===== src/rtl/add_pkg.sv =====
// Shared constants for the sequential byte-slice add/subtract unit.
package add_pkg;

    localparam int unsigned SLICE = 8;

    typedef logic [1:0] state_t;
    localparam state_t IDLE = 2'd0;
    localparam state_t ADD  = 2'd1;
    localparam state_t DONE = 2'd2;

    localparam int unsigned FLAG_N = 3;
    localparam int unsigned FLAG_Z = 2;
    localparam int unsigned FLAG_C = 1;
    localparam int unsigned FLAG_V = 0;

endpackage


===== src/rtl/add16_seq_fadd8.sv =====
// 8-bit ripple adder slice shared across all byte positions.
module fadd8 (
    output logic [7:0] s,
    output logic       cout,
    input  logic [7:0] x,
    input  logic [7:0] y,
    input  logic       cin
);

    logic [8:0] carry_c;

    // Bitwise ripple chain
    always_comb begin
        carry_c    = '0;
        s          = '0;
        carry_c[0] = cin;
        for (int i = 0; i < 8; i++) begin
            s[i]           = x[i] ^ y[i] ^ carry_c[i];
            carry_c[i + 1] = (x[i] & y[i]) | (carry_c[i] & (x[i] ^ y[i]));
        end
        cout = carry_c[8];
    end

endmodule


===== src/rtl/add16_seq.sv =====
// Multi-cycle add/subtract: one byte slice per cycle through a single fadd8,
// operands in and result plus {N,Z,C,V} out over valid/ready.
module add16_seq
    import add_pkg::*;
#(
    parameter int unsigned WIDTH = 16
) (
    input  logic             clk,
    input  logic             rst,
    input  logic             in_valid,
    output logic             in_ready,
    input  logic [WIDTH-1:0] a,
    input  logic [WIDTH-1:0] b,
    input  logic             cin,
    input  logic             sub,
    output logic             out_valid,
    input  logic             out_ready,
    output logic [WIDTH-1:0] sum,
    output logic [3:0]       flags
);

    localparam int unsigned N     = WIDTH / SLICE;
    localparam int unsigned IDX_W = (N > 1) ? $clog2(N) : 1;
    localparam int unsigned MSB   = WIDTH - 1;

    state_t             state_q, state_d;
    logic [WIDTH-1:0]   a_r_q, a_r_d;
    logic [WIDTH-1:0]   b_eff_q, b_eff_d;
    logic               carry_q, carry_d;
    logic [IDX_W-1:0]   idx_q, idx_d;
    logic [WIDTH-1:0]   sum_q, sum_d;
    logic [3:0]         flags_q, flags_d;
    logic               in_ready_q, in_ready_d;
    logic               out_valid_q, out_valid_d;

    logic [SLICE-1:0]   fa_x_c, fa_y_c, fa_s_c;
    logic               fa_cout_c;
    logic               last_c;

    assign last_c = (idx_q == IDX_W'(N - 1));

    // Select the active byte slice of each operand
    always_comb begin
        fa_x_c = a_r_q[32'(idx_q) * SLICE +: SLICE];
        fa_y_c = b_eff_q[32'(idx_q) * SLICE +: SLICE];
    end

    fadd8 u_fadd8 (
        .s    (fa_s_c),
        .cout (fa_cout_c),
        .x    (fa_x_c),
        .y    (fa_y_c),
        .cin  (carry_q)
    );

    // State register and all datapath/output flops
    always_ff @(posedge clk) begin
        if (rst) begin
            state_q     <= IDLE;
            a_r_q       <= '0;
            b_eff_q     <= '0;
            carry_q     <= 1'b0;
            idx_q       <= '0;
            sum_q       <= '0;
            flags_q     <= '0;
            in_ready_q  <= 1'b1;
            out_valid_q <= 1'b0;
        end else begin
            state_q     <= state_d;
            a_r_q       <= a_r_d;
            b_eff_q     <= b_eff_d;
            carry_q     <= carry_d;
            idx_q       <= idx_d;
            sum_q       <= sum_d;
            flags_q     <= flags_d;
            in_ready_q  <= in_ready_d;
            out_valid_q <= out_valid_d;
        end
    end

    // Next-state logic
    always_comb begin
        state_d = state_q;
        case (state_q)
            IDLE:    if (in_valid && in_ready_q) state_d = ADD;
            ADD:     if (last_c) state_d = DONE;
            DONE:    if (out_valid_q && out_ready) state_d = IDLE;
            default: state_d = IDLE;
        endcase
    end

    // Operand capture, slice write-back, flags and handshake outputs
    always_comb begin
        a_r_d       = a_r_q;
        b_eff_d     = b_eff_q;
        carry_d     = carry_q;
        idx_d       = idx_q;
        sum_d       = sum_q;
        flags_d     = flags_q;
        in_ready_d  = (state_d == IDLE);
        out_valid_d = (state_d == DONE);

        case (state_q)
            IDLE: begin
                if (in_valid && in_ready_q) begin
                    a_r_d   = a;
                    b_eff_d = sub ? ~b : b;
                    carry_d = sub ? 1'b1 : cin;
                    idx_d   = '0;
                end
            end
            ADD: begin
                sum_d[32'(idx_q) * SLICE +: SLICE] = fa_s_c;
                carry_d = fa_cout_c;
                idx_d   = idx_q + IDX_W'(1);
                if (last_c) begin
                    // Z looks at the sum including the slice written this cycle
                    flags_d[FLAG_N] = fa_s_c[SLICE-1];
                    flags_d[FLAG_Z] = (sum_d == '0);
                    flags_d[FLAG_C] = fa_cout_c;
                    flags_d[FLAG_V] = (a_r_q[MSB] == b_eff_q[MSB]) &&
                                      (fa_s_c[SLICE-1] != a_r_q[MSB]);
                end
            end
            default: ;
        endcase
    end

    assign in_ready  = in_ready_q;
    assign out_valid = out_valid_q;
    assign sum       = sum_q;
    assign flags     = flags_q;

endmodule

===== config.mk =====
export PLATFORM = sky130hd
export DESIGN_NAME = add16_seq
export DESIGN_NICKNAME = d
export VERILOG_FILES = /design/src/rtl/add_pkg.sv /design/src/rtl/add16_seq_fadd8.sv /design/src/rtl/add16_seq.sv
export SDC_FILE = /design/constraint.sdc
export NUM_CORES = 1
export LEC_CHECK = 0
export BUFFER_PORTS_ARGS = -buffer_cell sky130_fd_sc_hd__buf_2
export CAP_MARGIN = 20
export CORE_MARGIN = 3
export CORE_UTILIZATION = 57
export DETAILED_ROUTE_END_ITERATION = 8
export PLACE_DENSITY = 0.89
export SETUP_SLACK_MARGIN = 0.02
export SKIP_LAST_GASP = 1
export SLEW_MARGIN = 20
export SYNTH_ARGS = -nofsm -noshare
export SYNTH_HDL_FRONTEND = slang
export SYNTH_HIERARCHICAL = 1
export SYNTH_SLANG_ARGS = --single-unit

===== constraint.sdc =====
create_clock -name clk -period 12.7 [get_ports clk]
set_input_delay 3.81 -clock clk [delete_from_list [all_inputs] [get_ports clk]]
set_output_delay 3.81 -clock clk [all_outputs]
set_load 0.02 [all_outputs]

**After elaboration in Yosys (flattened, before gate mapping)**

Index checks and enable logic that the tools add are counted.

- Output and inout bits: 22
- Word-level logic and storage cells: 83
- Register bits after elaboration: 58
- Input bits: 38

- Bitwise logic cells: 41
- Equal/unequal tests: 6
- $add $sub $neg: 2
- Multiplexer cells: 11
- Shift-type cells: 4
- Reduce and logical (&&, ||, !) cells: 10

Operators with widths:

| operator | count |
|---|---|
| $neg 4->34 | 1 |
| $shift 8x34->16 const A | 1 |
| $shiftx 8x34->16 | 1 |
| $shiftx 16x5->8 | 2 |
| $and 1x1->1 | 16 |
| $bwmux 16 | 1 |
| $logic_not 16->1 | 1 |
| $mux 16 | 1 |
| $not 16->16 | 1 |
| $xor 1x1->1 | 16 |
| $or 1x1->1 | 8 |
| $mux 2 | 3 |
| $pmux 2 s3 | 1 |
| $reduce_and 2->1 | 3 |
| $eq 2x2->1 const B | 2 |
| $logic_not 2->1 | 2 |
| $pmux 1 s2 | 2 |
| $logic_and 1x1->1 | 3 |
| $mux 1 | 3 |
| $eq 2x1->1 const B | 1 |
| $ne 2x2->1 const B | 1 |
| $reduce_bool 2->1 | 1 |
| $add 1x1->1 const B | 1 |
| $eq 1x1->1 | 1 |
| $ne 1x1->1 | 1 |

**Longest topological paths before layout**

Gate-level depths: netlist (run 1).

- Depth in word-level cells: 20
- Gate-level depth with buffers: 19
- Mapped depth without buffers: 17

**By module**

Netlist (run 1), hierarchy kept.

Modules (own cells, without submodules):

| module | times used | area an instance (um^2) | cells each |
|---|---|---|---|
| add16_seq | 1 | 2439.8 | 273 |
| fadd8 | 1 | 197.7 | 18 |

**Worst setup path after synthesis (run 1)**

No wires, ideal clock.

- Kind: input -> register
- From: input port in_valid
- To: register b_eff_q[5]
- Path slack: 8090 ps
- Data required time: 12555 ps
- Path buffers: 2
- Stages: 4
- Arrival: 4466 ps
- Cells stage by stage: nor4bb_1 -> buf_2 -> buf_2 -> a211oi_1

- Longest elaborated chain between the ends: 2

Ends and longest elaborated chain:

| item | line | text |
|---|---|---|
| start, declared | add16_seq.sv:10 | `input logic in_valid,` |
| $logic_and 1x1->1 | add16_seq.sv:105 | `if (in_valid && in_ready_q) begin` |
| $reduce_and 2->1 (no line) | n/a |  |
| end signal, assigned | add16_seq.sv:61 | `b_eff_q <= '0;` |
| end signal, assigned | add16_seq.sv:71 | `b_eff_q <= b_eff_d;` |
| end, declared | add16_seq.sv:28 | `logic [WIDTH-1:0] b_eff_q, b_eff_d;` |

Every way passes these cells.
A chain may end at the register's enable or synchronous reset.

**Worst setup path in the final report (run 1)**

- From: register idx_q
- To: register flags_q[0], in the netlist flags[0]

- Longest elaborated chain between the ends: 19

Ends and longest elaborated chain:

| item | line | text |
|---|---|---|
| start, declared | add16_seq.sv:30 | `logic [IDX_W-1:0] idx_q, idx_d;` |
| start signal, assigned | add16_seq.sv:73 | `idx_q <= idx_d;` |
| $shiftx 16x5->8 (*) | add16_seq.sv:45 | `fa_y_c = b_eff_q[32'(idx_q) * SLICE +: SLICE];` |
| named net fa_y_c[0] | add16_seq.sv:36 | `logic [SLICE-1:0] fa_x_c, fa_y_c, fa_s_c;` |
| $xor 1x1->1 | add16_seq_fadd8.sv:19 | `carry_c[i + 1] = (x[i] & y[i]) \| (carry_c[i] & (x[i] ^ y[i]));` |
| $and 1x1->1 | add16_seq_fadd8.sv:19 |  |
| $or 1x1->1 (*) | add16_seq_fadd8.sv:19 |  |
| $and 1x1->1 (*) | add16_seq_fadd8.sv:19 |  |
| $or 1x1->1 (*) | add16_seq_fadd8.sv:19 |  |
| $and 1x1->1 (*) | add16_seq_fadd8.sv:19 |  |
| [5 not listed] | n/a |  |
| $and 1x1->1 (*) | add16_seq_fadd8.sv:19 |  |
| $or 1x1->1 (*) | add16_seq_fadd8.sv:19 |  |
| $and 1x1->1 (*) | add16_seq_fadd8.sv:19 |  |
| $or 1x1->1 (*) | add16_seq_fadd8.sv:19 |  |
| $xor 1x1->1 (*) | add16_seq_fadd8.sv:18 | `s[i] = x[i] ^ y[i] ^ carry_c[i];` |
| named net fa_s_c[7] | add16_seq.sv:36 |  |
| $ne 1x1->1 (*) | add16_seq.sv:122 | `(fa_s_c[SLICE-1] != a_r_q[MSB]);` |
| $logic_and 1x1->1 (*) | add16_seq.sv:121 | `flags_d[FLAG_V] = (a_r_q[MSB] == b_eff_q[MSB]) &&` |
| end signal, assigned | add16_seq.sv:75 | `flags_q <= flags_d;` |
| end, declared | add16_seq.sv:32 | `logic [3:0] flags_q, flags_d;` |

The timed path passes the listed nets; every way through them passes the cells marked *.

==> results of run 1 <==
layer usage:
metal | share of wire [%] | track usage, % | vias to the layer above
li1 | - | - | 1067
met1 | 43 | 26.3 | 977
met2 | 48 | 36.7 | 73
met3 | 6.0 | 5.54 | 13
met4 | 2.6 | 13.3 | 0
met5 | 0 | 0 | -
stage by stage:
step	worst slack (ps)	utilization, %	hold slack [ps]	cell area [um^2]
floorplan	8090	-	433	2640
global placement	7690	66.3	440	2930
detailed placement	7590	66.3	443	2930
CTS	7590	70.9	452	3130
global route	7290	70.9	471	3130
finish	7590	70.9	450	3130
critical path, cell delays in order, from the launching register on:
cell                       delay [ps]
sky130_fd_sc_hd__dfxtp_1          880
sky130_fd_sc_hd__mux2_2           440
sky130_fd_sc_hd__fa_1             410
sky130_fd_sc_hd__inv_1             80
sky130_fd_sc_hd__fa_1             160
sky130_fd_sc_hd__inv_1             50
sky130_fd_sc_hd__fa_1             370
sky130_fd_sc_hd__fa_1             400
sky130_fd_sc_hd__fa_1             400
sky130_fd_sc_hd__fa_1             410
sky130_fd_sc_hd__fa_1             380
sky130_fd_sc_hd__inv_1             80
sky130_fd_sc_hd__fa_1             400
sky130_fd_sc_hd__inv_1            130
sky130_fd_sc_hd__nor2_1            70
sky130_fd_sc_hd__a211oi_1         220
sky130_fd_sc_hd__nor3_1            70
final timing paths:
path | end
max | flags[0]$_SDFFE_PP0P_
min | flags[1]$_SDFFE_PP0P_
max reg2reg | flags[0]$_SDFFE_PP0P_
min reg2reg | flags[1]$_SDFFE_PP0P_
synthesized netlist by cell type, types with 2 or more instances:
cell type                  number  area share, %
sky130_fd_sc_hd__a21oi_1       31            5.9
sky130_fd_sc_hd__nor2_1        34            4.8
sky130_fd_sc_hd__dfxtp_1       58             44
sky130_fd_sc_hd__buf_4          4            1.1
sky130_fd_sc_hd__a211oi_1       8            2.3
sky130_fd_sc_hd__buf_2          9            1.7
sky130_fd_sc_hd__a211oi_2       9            4.3
sky130_fd_sc_hd__nor3_1         2           0.38
sky130_fd_sc_hd__inv_1         10            1.4
sky130_fd_sc_hd__xnor2_1       16            5.3
sky130_fd_sc_hd__clkbuf_1       7            1.0
sky130_fd_sc_hd__nand3_1        2           0.38
sky130_fd_sc_hd__fa_1           8            6.1
sky130_fd_sc_hd__nor4_1         3           0.71
sky130_fd_sc_hd__nand2_1       56            8.0
sky130_fd_sc_hd__mux2i_1        8            3.0
sky130_fd_sc_hd__mux2_2        16            6.8
logic make-up (layout without fill, tap and decap cells):
kind of cell | count (synthesis) | after routing | share of synthesized area [%]
compound gates | 50 | 50 | 12.9
xor+xnor | 16 | 16 | 5.31
fa+ha+maj | 8 | 8 | 6.07
simple gates | 105 | 105 | 16.6
mux | 24 | 24 | 9.87
flops | 58 | 58 | 44.0
buf+inv | 30 | 86 | 5.27
layout make-up:
type                       count  area, um^2
sequential                    58        1160
clock inverter                 2        35.0
timing repair buffer          61         310
multi-input combinational    203        1350
tap                           52        65.1
fill                         342        1280
clock buffer                  13         169
inverter                      10        37.5
flip-flops by register name, indices dropped and copies added, names as in the netlist:
name	cells
sum	16
b_eff_q	16
out_valid	1
flags	4
carry_q	1
idx_q	1
in_ready	1
state_q	2
a_r_q	16
power groups by stage:
| stage | clock network [W] | registers, W | logic, W |
|---|---|---|---|
| 2_1_floorplan | 0 | 0.000216 | 0.0000790 |
| 3_3_place_gp | 0 | 0.000216 | 0.000102 |
| 3_5_place_dp | 0 | 0.000217 | 0.000106 |
| 4_1_cts | 0.000177 | 0.000213 | 0.000107 |
| 5_1_grt | 0.000185 | 0.000216 | 0.000120 |
| 6_report | 0.000175 | 0.000213 | 0.000106 |
==> qor.csv, run 1 <==
stage,metric,value,unit
clock_network,TritonCTS clock tree,done,
detailed_routing,drt wl/cell,13.6,um
timing,Final setup viols,0,
synthesis,sequential area share after synthesis,44.0,%
floorplanning,starting density of the core,59.8,%
floorplanning,area of the core,4410,um^2
synthesis,"Async S/R FF share, synth",0,%
layout,"leading cell types in the layout, fill and taps excluded","59 x sky130_fd_sc_hd__buf_2, 58 x sky130_fd_sc_hd__dfxtp_1, 56 x sky130_fd_sc_hd__nand2_1",
power,switching part of the total power,29.0,%
detailed_routing,DRC violations left,0,
timing,maximum clock rate,0.196,GHz
critical_path,"Worst Path Class, Setup",flip-flop to flip-flop,
timing,Clock Skews,5.12,ps
floorplanning,area of the die,5480,um^2
critical_path,required time reported for the critical path endpoint,12880,ps
timing,Slew Limit Fails,0,
timing,Fin. Hold Viols,0,
synthesis,number of synthesized register bits,58,
synthesis,cell area after technology mapping,2640,um^2
worst_hold_path,class of the tightest hold or removal check,flip-flop to flip-flop,
timing,Tcrit/Tclk final,40.3,%
critical_path,RR Startpoint,idx_q$_SDFFE_PP0P_,
detailed_routing,Post-DRT Antenna Nets,0,
clock_network,Resize count post-CTS,0,
global_route,total overflow reported by the global router,0,
synthesis,number of enable-type register cells in the synthesized netlist,0,
detailed_routing,first-pass iteration count of the detailed router,4,
floorplanning,Die Y-Extent,74.0,um
synthesis,distinct cell type count after synthesis,27,
power,Total Power Consumption,0.000494,W
layout,synth-to-layout area growth,18.7,%
floorplanning,Rows,24,
floorplanning,I/O pin count,60,
timing,final-layout setup total negative slack,0,ps
timing,min Tclk post-route,5110,ps
power,Int Power,0.000351,W
global_route,largest net degree at the start of global routing,58,
power,Combinational Power Share,21.5,%
status,run status,finished clean,
global_route,global-route usage over all layers,22.3,%
layout,"most common cell after layout, fill and taps aside",sky130_fd_sc_hd__buf_2,
clock_network,sink count of the clock tree,58,
synthesis,Synthesized Nets,337,
power,net switching power,0.000143,W
placement,total instance count after detailed placement,384,
clock_network,setup fix buffers added after clock tree synthesis,0,
clock_network,clock buffer count from CTS,9,
detailed_routing,initial drt markers,108,
critical_path,type of element capturing the critical path,flip-flop,
synthesis,synthesized area per cell,9.06,um^2
synthesis,Synth Flop Type,sky130_fd_sc_hd__dfxtp_1,
global_route,via count of the first global-routing pass,2108,
synthesis,synth warn,6,
floorplanning,horizontal die dimension,74.0,um
detailed_routing,number of vias after detailed routing,2130,
power,part of the power in registers,43.1,%
placement,count of port buffers added during placement,59,
worst_hold_path,Cells on Worst Hold Path,2,
critical_path,startpoint of the most critical setup path,idx_q$_SDFFE_PP0P_,
layout,Total Nets Final,389,
global_route,first-pass GRT wire length,9180,um
clock_network,maximum number of buffers from clock root to sink,2,
layout,ratio of cells with drive above 1 in the final layout,29.7,%
power,power per cell area,158,nW/um^2
power,part of the power in the clock network,35.4,%
critical_path,maximum fanout along the worst path,22,
critical_path,startpoint type of the worst setup path,flip-flop,
layout,count of non-filler cells in the finished layout,399,
timing,slew margin rel.,29.3,%
timing,unrepaired setup endpoints after global routing,false,
clock_network,deepest level of the CTS H-tree,3,
detailed_routing,vias per cell,5.34,
worst_hold_path,HP Start,flags[1]$_SDFFE_PP0P_,
placement,routability-driven placement congestion ratio,0.809,
layout,Antenna Cells,0,
placement,HPWL after DPL,3900,um
flow_run,reported max-cap violation count,0,
critical_path,depth of the most critical reg-to-reg path,16,
clock_network,cell at the root of the clock tree,sky130_fd_sc_hd__clkbuf_8,
critical_path,Worst R2R Setup Slack,7590,ps
detailed_routing,Post-Route WL,5440,um
clock_network,CTS clock-pin slew for the worst setup and hold paths,60,ps
global_route,initial antenna violation count,0,
clock_network,clock network latency to the later pin of the worst-skew pair,340,ps
power,Static Leakage,1.31,nW
clock_network,total of hold buffers inserted after clock tree synthesis,0,
synthesis,Cells after Synth,291,
timing,transition time at the pin with the least slew margin,1060,ps
power,Worst IR Drop VDD,0.0945,mV
critical_path,arrival time of data at the critical path endpoint,5290,ps
No activity file was read; power rests on OpenSTA's default activity.
==> inputs of run 2 (changes only) <==
CORE_UTILIZATION = 48   (was 57)
PLACE_DENSITY = 0.8   (was 0.89)
clock period = 4.6 ns   (was 12.7 ns; I/O delays follow)
==> qor.csv, run 2 (same netlist as run 1, synthesis figures left out) <==
stage,metric,value,unit
detailed_routing,drt wl/cell,12.9,um
clock_network,clock buffer count from CTS,9,
timing,Clock Skews,3.97,ps
critical_path,maximum fanout along the worst path,5,
timing,transition time at the pin with the least slew margin,1080,ps
clock_network,CTS clock-pin slew for the worst setup and hold paths,60,ps
critical_path,required time reported for the critical path endpoint,4770,ps
critical_path,chain of cells forming the critical path,mux2_2 > fa_1 > inv_1 > fa_1 > inv_1 > fa_1 > fa_2 > fa_1 > fa_2 > fa_1 > inv_1 > fa_1 > inv_2 > nor2_1 > a211oi_1 > nor3_1,
power,switching part of the total power,30.4,%
timing,final-layout setup total negative slack,0,ps
clock_network,maximum number of buffers from clock root to sink,2,
power,power per cell area,408,nW/um^2
layout,Antenna Cells,0,
layout,ratio of cells with drive above 1 in the final layout,31.3,%
critical_path,highest cell delay on the worst timing path,420,ps
clock_network,total of hold buffers inserted after clock tree synthesis,0,
critical_path,"Worst Path Class, Setup",flip-flop to flip-flop,
power,Static Leakage,1.30,nW
floorplanning,starting density of the core,50.7,%
clock_network,sink count of the clock tree,58,
floorplanning,area of the die,6420,um^2
detailed_routing,number of vias after detailed routing,2082,
timing,Fin. Hold Viols,0,
timing,slew margin rel.,27.8,%
placement,pre-CTS WS,86.3,ps
detailed_routing,first-pass iteration count of the detailed router,4,
floorplanning,horizontal die dimension,80.1,um
clock_network,cell at the root of the clock tree,sky130_fd_sc_hd__clkbuf_8,
timing,Tcrit/Tclk final,95.4,%
critical_path,most frequent cell on the critical path,sky130_fd_sc_hd__fa_1,
detailed_routing,Post-DRT Antenna Nets,0,
layout,"most common cell after layout, fill and taps aside",sky130_fd_sc_hd__buf_2,
placement,routability-driven placement congestion ratio,0.823,
global_route,initial antenna violation count,0,
status,run status,finished clean,
power,Worst IR Drop VDD,0.255,mV
timing,smallest setup slack after layout,210,ps
critical_path,CP top delay family,adder cells,
timing,unrepaired setup endpoints after global routing,false,
power,Total Power Consumption,0.00128,W
floorplanning,Rows,26,
global_route,first-pass GRT wire length,9050,um
critical_path,type of element capturing the critical path,flip-flop,
power,part of the power in registers,45.3,%
clock_network,deepest level of the CTS H-tree,3,
timing,Final setup viols,0,
floorplanning,I/O pin count,60,
critical_path,startpoint type of the worst setup path,flip-flop,
global_route,via count of the first global-routing pass,2013,
clock_network,Resize count post-CTS,0,
detailed_routing,DRC violations left,0,
power,Combinational Power Share,24.3,%
timing,maximum clock rate,0.228,GHz
layout,synth-to-layout area growth,19.4,%
layout,"Core Util, Final",60.5,%
global_route,total overflow reported by the global router,0,
detailed_routing,vias per cell,4.95,
power,net switching power,0.000390,W
timing,Slew Limit Fails,0,
global_route,global-route usage over all layers,18.7,%
detailed_routing,initial drt markers,92,
clock_network,TritonCTS clock tree,done,
power,part of the power in the clock network,30.4,%
detailed_routing,Post-Route WL,5440,um
layout,"leading cell types in the layout, fill and taps excluded","59 x sky130_fd_sc_hd__buf_2, 57 x sky130_fd_sc_hd__dfxtp_1, 56 x sky130_fd_sc_hd__nand2_1",
layout,Total Nets Final,392,
clock_network,clock network latency to the later pin of the worst-skew pair,330,ps
global_route,largest net degree at the start of global routing,58,
clock_network,setup fix buffers added after clock tree synthesis,0,
placement,HPWL after DPL,3970,um
floorplanning,area of the core,5200,um^2
placement,count of port buffers added during placement,59,
critical_path,highest-delay cell along the critical path,sky130_fd_sc_hd__fa_1,
critical_path,sum of buffers and inverters on the critical path,4,
floorplanning,Die Y-Extent,80.1,um
power,Int Power,0.000894,W
worst_hold_path,class of the tightest hold or removal check,flip-flop to flip-flop,
layout,Fillers,469,
critical_path,arrival time of data at the critical path endpoint,4560,ps
flow_run,reported max-cap violation count,0,
timing,min Tclk post-route,4390,ps
## run 2: cell types whose count changed in the layout (fill, tap and decap cells not counted), moves of 2 or more
cell and change:
sky130_fd_sc_hd__clkinv_2 +2, sky130_fd_sc_hd__fa_2 +2, sky130_fd_sc_hd__clkbuf_1 +2, sky130_fd_sc_hd__buf_4 +3, sky130_fd_sc_hd__fa_1 -2, sky130_fd_sc_hd__clkbuf_8 -2
## run 2: power by group through the flow
stage,registers (W),logic (W),clock network (W)
finish,0.000582,0.000312,0.000390
global route,0.000588,0.000345,0.000428
CTS,0.000581,0.000308,0.000403
detailed placement,0.000592,0.000307,0
global placement,0.000590,0.000298,0
floorplan,0.000597,0.000218,0
## run 2: metrics by stage
step / cell area [um^2] / cells / hold slack (ps)
5_1_grt: 3150 / 421 / 474
2_1_floorplan: 2640 / 291 / 433
3_5_place_dp: 2970 / 405 / 445
3_3_place_gp: 2970 / 405 / 438
6_report: 3150 / 421 / 453
4_1_cts: 3140 / 421 / 453
## run 2: path summary, 6_finish.rpt
| kind | from | endpoint | slack (ps) | depth (start not counted) |
|---|---|---|---|---|
| hold / removal | a_r_q[4]$_SDFFE_PP0P_ | a_r_q[4]$_SDFFE_PP0P_ | 450 | 2 |
| hold reg to reg | a_r_q[4]$_SDFFE_PP0P_ | a_r_q[4]$_SDFFE_PP0P_ | 450 | 2 |
| setup reg to reg | idx_q$_SDFFE_PP0P_ | flags[0]$_SDFFE_PP0P_ | 210 | 16 |
| setup / recovery | idx_q$_SDFFE_PP0P_ | flags[0]$_SDFFE_PP0P_ | 210 | 16 |
## run 2: cell type report
type	count	area, um^2	area share (%)
well taps	70	87.6	2.78
repair buffers	64	333	10.6
clock inverters	3	15.0	0.477
clock buffers	13	149	4.73
flip-flops and latches	58	1160	37.0
multi-input cells	203	1360	43.3
inverters	10	37.5	1.19
## run 2: worst min-delay path, delay by kind of cell, from the launching register on
kind | cells | cell delay [ps]
AOI/OAI and AO/OA | 1 | 50
and+or+nand+nor | 1 | 50
DFF | 1 | 310
## run 2: layer usage
layer / wire [um] / track usage (%)
met1: 2340 / 22.3
met5: 0 / 0
met3: 366 / 8.63
met4: 66 / 6.76
met2: 2670 / 29.3
